--- src/rtl/bip_pkg.sv ---
//------------------------------------------------------------------------------
// bip_pkg : shared opcodes, sequencer states and default widths for BIP.
// Rev 1.0
//------------------------------------------------------------------------------
`default_nettype none

package bip_pkg;

    localparam int PC_W     = 11;
    localparam int INSTR_W  = 16;
    localparam int OPCODE_W = 5;

    localparam logic [OPCODE_W-1:0] OP_HALT = 5'd0;
    localparam logic [OPCODE_W-1:0] OP_STO  = 5'd1;
    localparam logic [OPCODE_W-1:0] OP_LD   = 5'd2;
    localparam logic [OPCODE_W-1:0] OP_LDI  = 5'd3;
    localparam logic [OPCODE_W-1:0] OP_ADD  = 5'd4;
    localparam logic [OPCODE_W-1:0] OP_ADDI = 5'd5;
    localparam logic [OPCODE_W-1:0] OP_SUB  = 5'd6;
    localparam logic [OPCODE_W-1:0] OP_SUBI = 5'd7;

    typedef enum logic [2:0] {
        IDLE    = 3'd0,
        FETCH   = 3'd1,
        LOAD    = 3'd2,
        DECODE  = 3'd3,
        MEMWAIT = 3'd4,
        EXEC    = 3'd5,
        HALTED  = 3'd6
    } state_t;

    function automatic logic state_is_busy(input state_t s);
        return (s == FETCH) || (s == LOAD) || (s == DECODE) ||
               (s == MEMWAIT) || (s == EXEC);
    endfunction

endpackage

`default_nettype wire

--- src/rtl/bip_sat_counter.sv ---
//------------------------------------------------------------------------------
// bip_sat_counter : clear-on-start cycle counter that sticks at all ones.
// Rev 1.0
//------------------------------------------------------------------------------
`default_nettype none

module bip_sat_counter #(
    parameter int W = 32
) (
    input  logic         clk,
    input  logic         rst_n,
    input  logic         clr,
    input  logic         inc,
    output logic [W-1:0] count
);

    logic [W-1:0] r_count;

    always_ff @(posedge clk or negedge rst_n) begin
        if (!rst_n) begin
            r_count <= '0;
        end else if (clr) begin
            r_count <= '0;
        end else if (inc && (r_count != {W{1'b1}})) begin
            r_count <= r_count + W'(1);
        end
    end

    assign count = r_count;

endmodule

`default_nettype wire

--- src/rtl/bip_sequencer.sv ---
//------------------------------------------------------------------------------
// bip_sequencer : fetch/load/decode/wait/execute control for the BIP CPU.
// Rev 1.0
//------------------------------------------------------------------------------
`default_nettype none

module bip_sequencer #(
    parameter int PC_W     = bip_pkg::PC_W,
    parameter int INSTR_W  = bip_pkg::INSTR_W,
    parameter int OPCODE_W = bip_pkg::OPCODE_W,
    parameter int CNT_W    = 32,
    parameter int RAM_WAIT = 1
) (
    input  logic                clk,
    input  logic                rst_n,
    input  logic                start,
    output logic [PC_W-1:0]     pm_addr,
    output logic                pm_rd,
    input  logic [INSTR_W-1:0]  instr,
    output logic [OPCODE_W-1:0] opcode,
    output logic [PC_W-1:0]     operand,
    input  logic                dec_wr_pc,
    input  logic                dec_wr_acc,
    input  logic                dec_wr_ram,
    input  logic                dec_rd_ram,
    output logic                wr_pc_o,
    output logic                wr_acc_o,
    output logic                wr_ram_o,
    output logic                rd_ram_o,
    output logic                busy,
    output logic                halted,
    output logic [CNT_W-1:0]    cycle_count
);

    import bip_pkg::*;

    localparam int WAIT_W = 3;

    state_t              r_state;
    state_t              w_next;
    logic [PC_W-1:0]     r_pc;
    logic [INSTR_W-1:0]  r_ir;
    logic [WAIT_W-1:0]   r_wait;
    logic                r_wr_pc;
    logic                r_wr_acc;
    logic                r_wr_ram;
    logic                r_rd_ram;

    logic [OPCODE_W-1:0] w_opcode;
    logic                w_defined;
    logic                w_is_halt;
    logic                w_start_ok;
    logic                w_busy;
    logic                w_exec_next;
    logic                w_wr_pc_d;
    logic                w_wr_acc_d;
    logic                w_wr_ram_d;
    logic                w_rd_ram_d;

    assign w_opcode   = r_ir[INSTR_W-1 -: OPCODE_W];
    assign w_defined  = (w_opcode <= OPCODE_W'(OP_SUBI));
    assign w_is_halt  = (w_opcode == OPCODE_W'(OP_HALT));
    assign w_start_ok = start && ((r_state == IDLE) || (r_state == HALTED));
    assign w_busy     = state_is_busy(r_state);

    always_comb begin
        w_next = r_state;
        case (r_state)
            IDLE:    if (start) w_next = FETCH;
            FETCH:   w_next = LOAD;
            LOAD:    w_next = DECODE;
            DECODE: begin
                if (w_is_halt)
                    w_next = HALTED;
                else if (w_defined && dec_rd_ram && (RAM_WAIT != 0))
                    w_next = MEMWAIT;
                else
                    w_next = EXEC;
            end
            MEMWAIT: if (r_wait <= WAIT_W'(1)) w_next = EXEC;
            EXEC:    w_next = FETCH;
            HALTED:  if (start) w_next = FETCH;
            default: w_next = IDLE;
        endcase
    end

    // Strobes are registered on entry to EXEC/MEMWAIT so they track the state
    // exactly; undefined opcodes ignore the decoder and just advance the pc.
    always_comb begin
        w_exec_next = (w_next == EXEC);
        w_wr_pc_d   = w_exec_next && (!w_defined || dec_wr_pc);
        w_wr_acc_d  = w_exec_next && w_defined && dec_wr_acc;
        w_wr_ram_d  = w_exec_next && w_defined && dec_wr_ram;
        w_rd_ram_d  = (w_next == MEMWAIT) ||
                      (w_exec_next && w_defined && dec_rd_ram);
    end

    always_ff @(posedge clk or negedge rst_n) begin
        if (!rst_n) begin
            r_state  <= IDLE;
            r_pc     <= '0;
            r_ir     <= '0;
            r_wait   <= '0;
            r_wr_pc  <= 1'b0;
            r_wr_acc <= 1'b0;
            r_wr_ram <= 1'b0;
            r_rd_ram <= 1'b0;
        end else begin
            r_state  <= w_next;
            r_wr_pc  <= w_wr_pc_d;
            r_wr_acc <= w_wr_acc_d;
            r_wr_ram <= w_wr_ram_d;
            r_rd_ram <= w_rd_ram_d;

            if (w_start_ok)
                r_pc <= '0;
            else if ((r_state == EXEC) && r_wr_pc)
                r_pc <= r_pc + PC_W'(1);

            if (r_state == LOAD)
                r_ir <= instr;

            if (r_state == DECODE)
                r_wait <= WAIT_W'(RAM_WAIT);
            else if ((r_state == MEMWAIT) && (r_wait != '0))
                r_wait <= r_wait - WAIT_W'(1);
        end
    end

    bip_sat_counter #(
        .W (CNT_W)
    ) u_cycle_cnt (
        .clk   (clk),
        .rst_n (rst_n),
        .clr   (w_start_ok),
        .inc   (w_busy),
        .count (cycle_count)
    );

    assign pm_addr  = r_pc;
    assign pm_rd    = (r_state == FETCH);
    assign opcode   = w_opcode;
    assign operand  = r_ir[PC_W-1:0];
    assign wr_pc_o  = r_wr_pc;
    assign wr_acc_o = r_wr_acc;
    assign wr_ram_o = r_wr_ram;
    assign rd_ram_o = r_rd_ram;
    assign busy     = w_busy;
    assign halted   = (r_state == HALTED);

endmodule

`default_nettype wire

--- config.mk ---
export PLATFORM = sky130hd
export DESIGN_NAME = bip_sequencer
export DESIGN_NICKNAME = d
export VERILOG_FILES = /design/src/rtl/bip_pkg.sv /design/src/rtl/bip_sat_counter.sv /design/src/rtl/bip_sequencer.sv
export SDC_FILE = /design/constraint.sdc
export NUM_CORES = 1
export LEC_CHECK = 0
export ABC_AREA = 1
export CORE_MARGIN = 2
export CORE_UTILIZATION = 29
export DETAILED_ROUTE_END_ITERATION = 8
export SLEW_MARGIN = 20
export SYNTH_ARGS = -nofsm -noshare
export SYNTH_HDL_FRONTEND = slang
export SYNTH_HIERARCHICAL = 1
export SYNTH_SLANG_ARGS = --single-unit
--- constraint.sdc ---
create_clock -name clk -period 5.5 [get_ports clk]
set_input_delay 1.1 -clock clk [delete_from_list [all_inputs] [get_ports clk]]
set_output_delay 1.1 -clock clk [all_outputs]
set_load 0.05 [all_outputs]
==> reports/metrics.yaml <==
outcome:
  status: "completed"
cts:
  clock_sinks: 69
  htree_levels: 3
  cts_buffers: 9
  cts_resized: 0
  clock_latency_ns: 0.34
  cts_setup_buffers: 0
  clock_path_buffers: 2
  clk_transition_reported_paths_ns: 0.06
  hold_buffers: 0
  root_buffer: "clkbuf_16"
  cts_tree: "built"
placed_design:
  routabilityCongestion: 0.936
  port_buffers: 88
  dp_hpwl_um: 7980
  place_area_um2: 5120
  dp_slack_ns: 1.89
min_path:
  hold_class: "reg -> reg"
power:
  combPwrFrac_pct: 50.1
  netSwitchingFraction_pct: 46.8
  ir_worst_vdd_uv: 369
  leakagePower_nw: 2.48
  power_frac_seq_pct: 28.3
  p_sw_mw: 1.24
  intPower_mw: 1.41
  pwr-share-clk_pct: 21.6
  p_per_area_nw_per_um2: 490
critical_path:
  cp_top_family: "buffers and inverters"
  path_max_fanout: 19
  worstPathBufferInverterCount: 3
  slowest_stage: "clkdlybuf4s50_1"
  crit_required_ns: 4.40
  path_cells: "inv_2 -> nand3_4 -> nand2_1 -> inv_1 -> nand4_1 -> clkdlybuf4s50_1"
  start_kind: "flop"
  end_kind: "output pin"
  cp_slowest_stage_delay_ns: 0.88
  critPathArrivalTime_ns: 2.58
  path_class: "reg -> out"
timing:
  hold_viol_final: 0
  relSlewSlack_pct: 39.1
  rsz0062_at_grt: "no"
  fin_crit_ns: 3.68
  slew_violations: 0
  period_share_pct: 67.0
  finClkSkew_ns: 0.00763
  finalSetupViolations: 0
  fmax_mhz: 272
  worst_slew_pin_slew_ns: 0.913
  fin_setup_tns_ns: 0
  worst_slack_ns: 1.82
final_layout:
  final-seq-area_um2: 1730
  nets: 661
  drive_gt1_share_pct: 9.70
  area_growth_pct: 31.9
  num_antenna_cells: 0
  multi_input_area_um2: 2060
  fin_area_um2: 5420
  nFillCells: 1441
  final_util_pct: 39.0
drt:
  first_pass_iters: 5
  drt_iter0_drc: 195
  ant_nets: 0
  route.detailed.drc: 0
  vias: 3892
  wl_per_cell_um: 13.4
  totalWireLength_um: 11000
  vias_per_cell: 4.75
global_route:
  grt_max_degree: 70
  grt_pass1_wl_um: 18600
  grt_pass1_vias: 3840
  grt_use_total_pct: 15.6
  overflow: 0
  grt_antenna_before_repair: 0
yosys:
  syn_inst: 545
  postSynthAreaPerCell_um2: 7.54
  syn_nets: 572
  ys_ff_latch: 69
  synth_cell_types: 36
  yosysWarnings: 6
  synth_seq_area_share_pct: 42.0
  synth_area_um2: 4110
floorplan:
  rows: 43
  coreArea_um2: 13900
  dieArea_um2: 15100
  start_util_pct: 29.6
  die_w_um: 123
  die_h_um: 123
  pin_count: 89
run:
  drv_cap: 0
-- synth_stat cells --
library cell	count	share of area, %
a21oi_1	12	1.5
a21oi_2	1	0.21
a22oi_1	1	0.18
buf_1	1	0.091
buf_2	1	0.12
buf_6	7	1.9
clkbuf_1	2	0.18
dfrtp_1	69	42
ha_1	4	1.2
inv_1	56	5.1
inv_2	5	0.46
mux2_2	7	1.9
mux2_4	8	2.9
nand2_1	171	16
nand2_2	6	0.91
nand2_4	4	1.1
nand2_8	1	0.49
nand3_1	50	6.1
nand3_4	1	0.43
nand3b_1	1	0.18
nand4_1	19	2.9
nand4_4	1	0.52
nor2_1	73	6.7
nor2_2	5	0.76
nor2_4	2	0.55
nor2_8	1	0.49
nor3_1	1	0.12
o211ai_1	1	0.18
o21ai_0	8	0.97
o21ai_1	13	1.6
o21ai_2	1	0.21
o31ai_1	1	0.18
or2_1	1	0.15
or2_2	1	0.15
xnor2_1	4	0.85
xor2_1	5	1.1
-- per-layer routing --
metal / wire length [um] / vias up / global-route usage, % / part of all wire [%]
met4: 69 / 0 / 5.04 / 0.63
met2: 5460 / 112 / 26.1 / 50
li1: - / 1921 / - / -
met5: 0 / - / 0 / 0
met1: 4910 / 1853 / 19.5 / 45
met3: 550 / 6 / 4.38 / 5.0
-- layout by cell type, fill, tap and decap left out, types with 7 or more instances in the layout --
cell type and count:
o21ai_0 8, clkdlybuf4s50_1 87, mux2_4 8, clkbuf_16 9, nand2_1 171, a21oi_1 11
inv_1 56, nand3_1 50, dfrtp_1 69, nor2_1 73, o21ai_1 13, mux2_2 7
nand4_1 19
-- power groups by stage --
| stage | clock network (mW) | logic [mW] | registers, mW |
|---|---|---|---|
| floorplan | 0 | 0.654 | 1.10 |
| global placement | 0 | 1.31 | 0.758 |
| detailed placement | 0 | 1.33 | 0.761 |
| CTS | 0.594 | 1.34 | 0.754 |
| global route | 0.614 | 1.43 | 0.774 |
| finish | 0.574 | 1.33 | 0.753 |
-- per-stage QoR --
step	instances	power [mW]	hold WS [ns]
after CTS	819	2.69	0.510
after detailed placement	803	2.09	0.495
after global placement	803	2.07	0.465
after floorplan	545	1.75	0.452
final	819	2.66	0.504
after global routing	819	2.82	0.530
-- kinds of logic after synthesis --
group / count (synthesis) / share of synthesized area (%)
XOR/XNOR: 9 / 1.92
AND/OR/NAND/NOR: 338 / 37.1
adder cells (fa/ha/maj): 4 / 1.22
buffers and inverters: 72 / 7.89
flip-flops: 69 / 42.0
multiplexers: 15 / 4.84
AO/OA/AOI/OAI: 38 / 4.99
-- flip-flops by register name, indices dropped and copies added (netlist names) --
signal / flops
wr_acc_o: 1
wr_pc_o: 1
r_ir: 16
r_state: 3
r_wait: 3
pm_addr: 11
rd_ram_o: 1
wr_ram_o: 1
u_cycle_cnt/count: 32
-- final cells by class --
| class | instances | share of cell area [%] |
|---|---|---|
| clock inverters | 5 | 0.924 |
| clock buffers | 11 | 4.48 |
| repair buffers | 89 | 16.3 |
| inverters | 61 | 4.23 |
| multi-input cells | 404 | 38.1 |
| flip-flops and latches | 69 | 31.9 |
| well taps | 180 | 4.16 |
-- final timing paths --
kind	start	endpoint	slack, ns	cells past startpoint
worst max-delay path	r_state[2]$_DFF_PN0_	busy	1.82	6
worst min-delay path	r_ir[3]$_DFFE_PN0P_	r_ir[3]$_DFFE_PN0P_	0.50	1
worst max register to register	r_state[2]$_DFF_PN0_	u_cycle_cnt/count[27]$_DFFE_PN0P_	2.74	10
worst min register to register	r_ir[3]$_DFFE_PN0P_	r_ir[3]$_DFFE_PN0P_	0.50	1
max in group asynchronous	rst_n	u_cycle_cnt/count[7]$_DFFE_PN0P_	3.92	2
min in group asynchronous	rst_n	u_cycle_cnt/count[9]$_DFFE_PN0P_	0.93	2
Note: power is estimated with default switching activity, not from simulation.
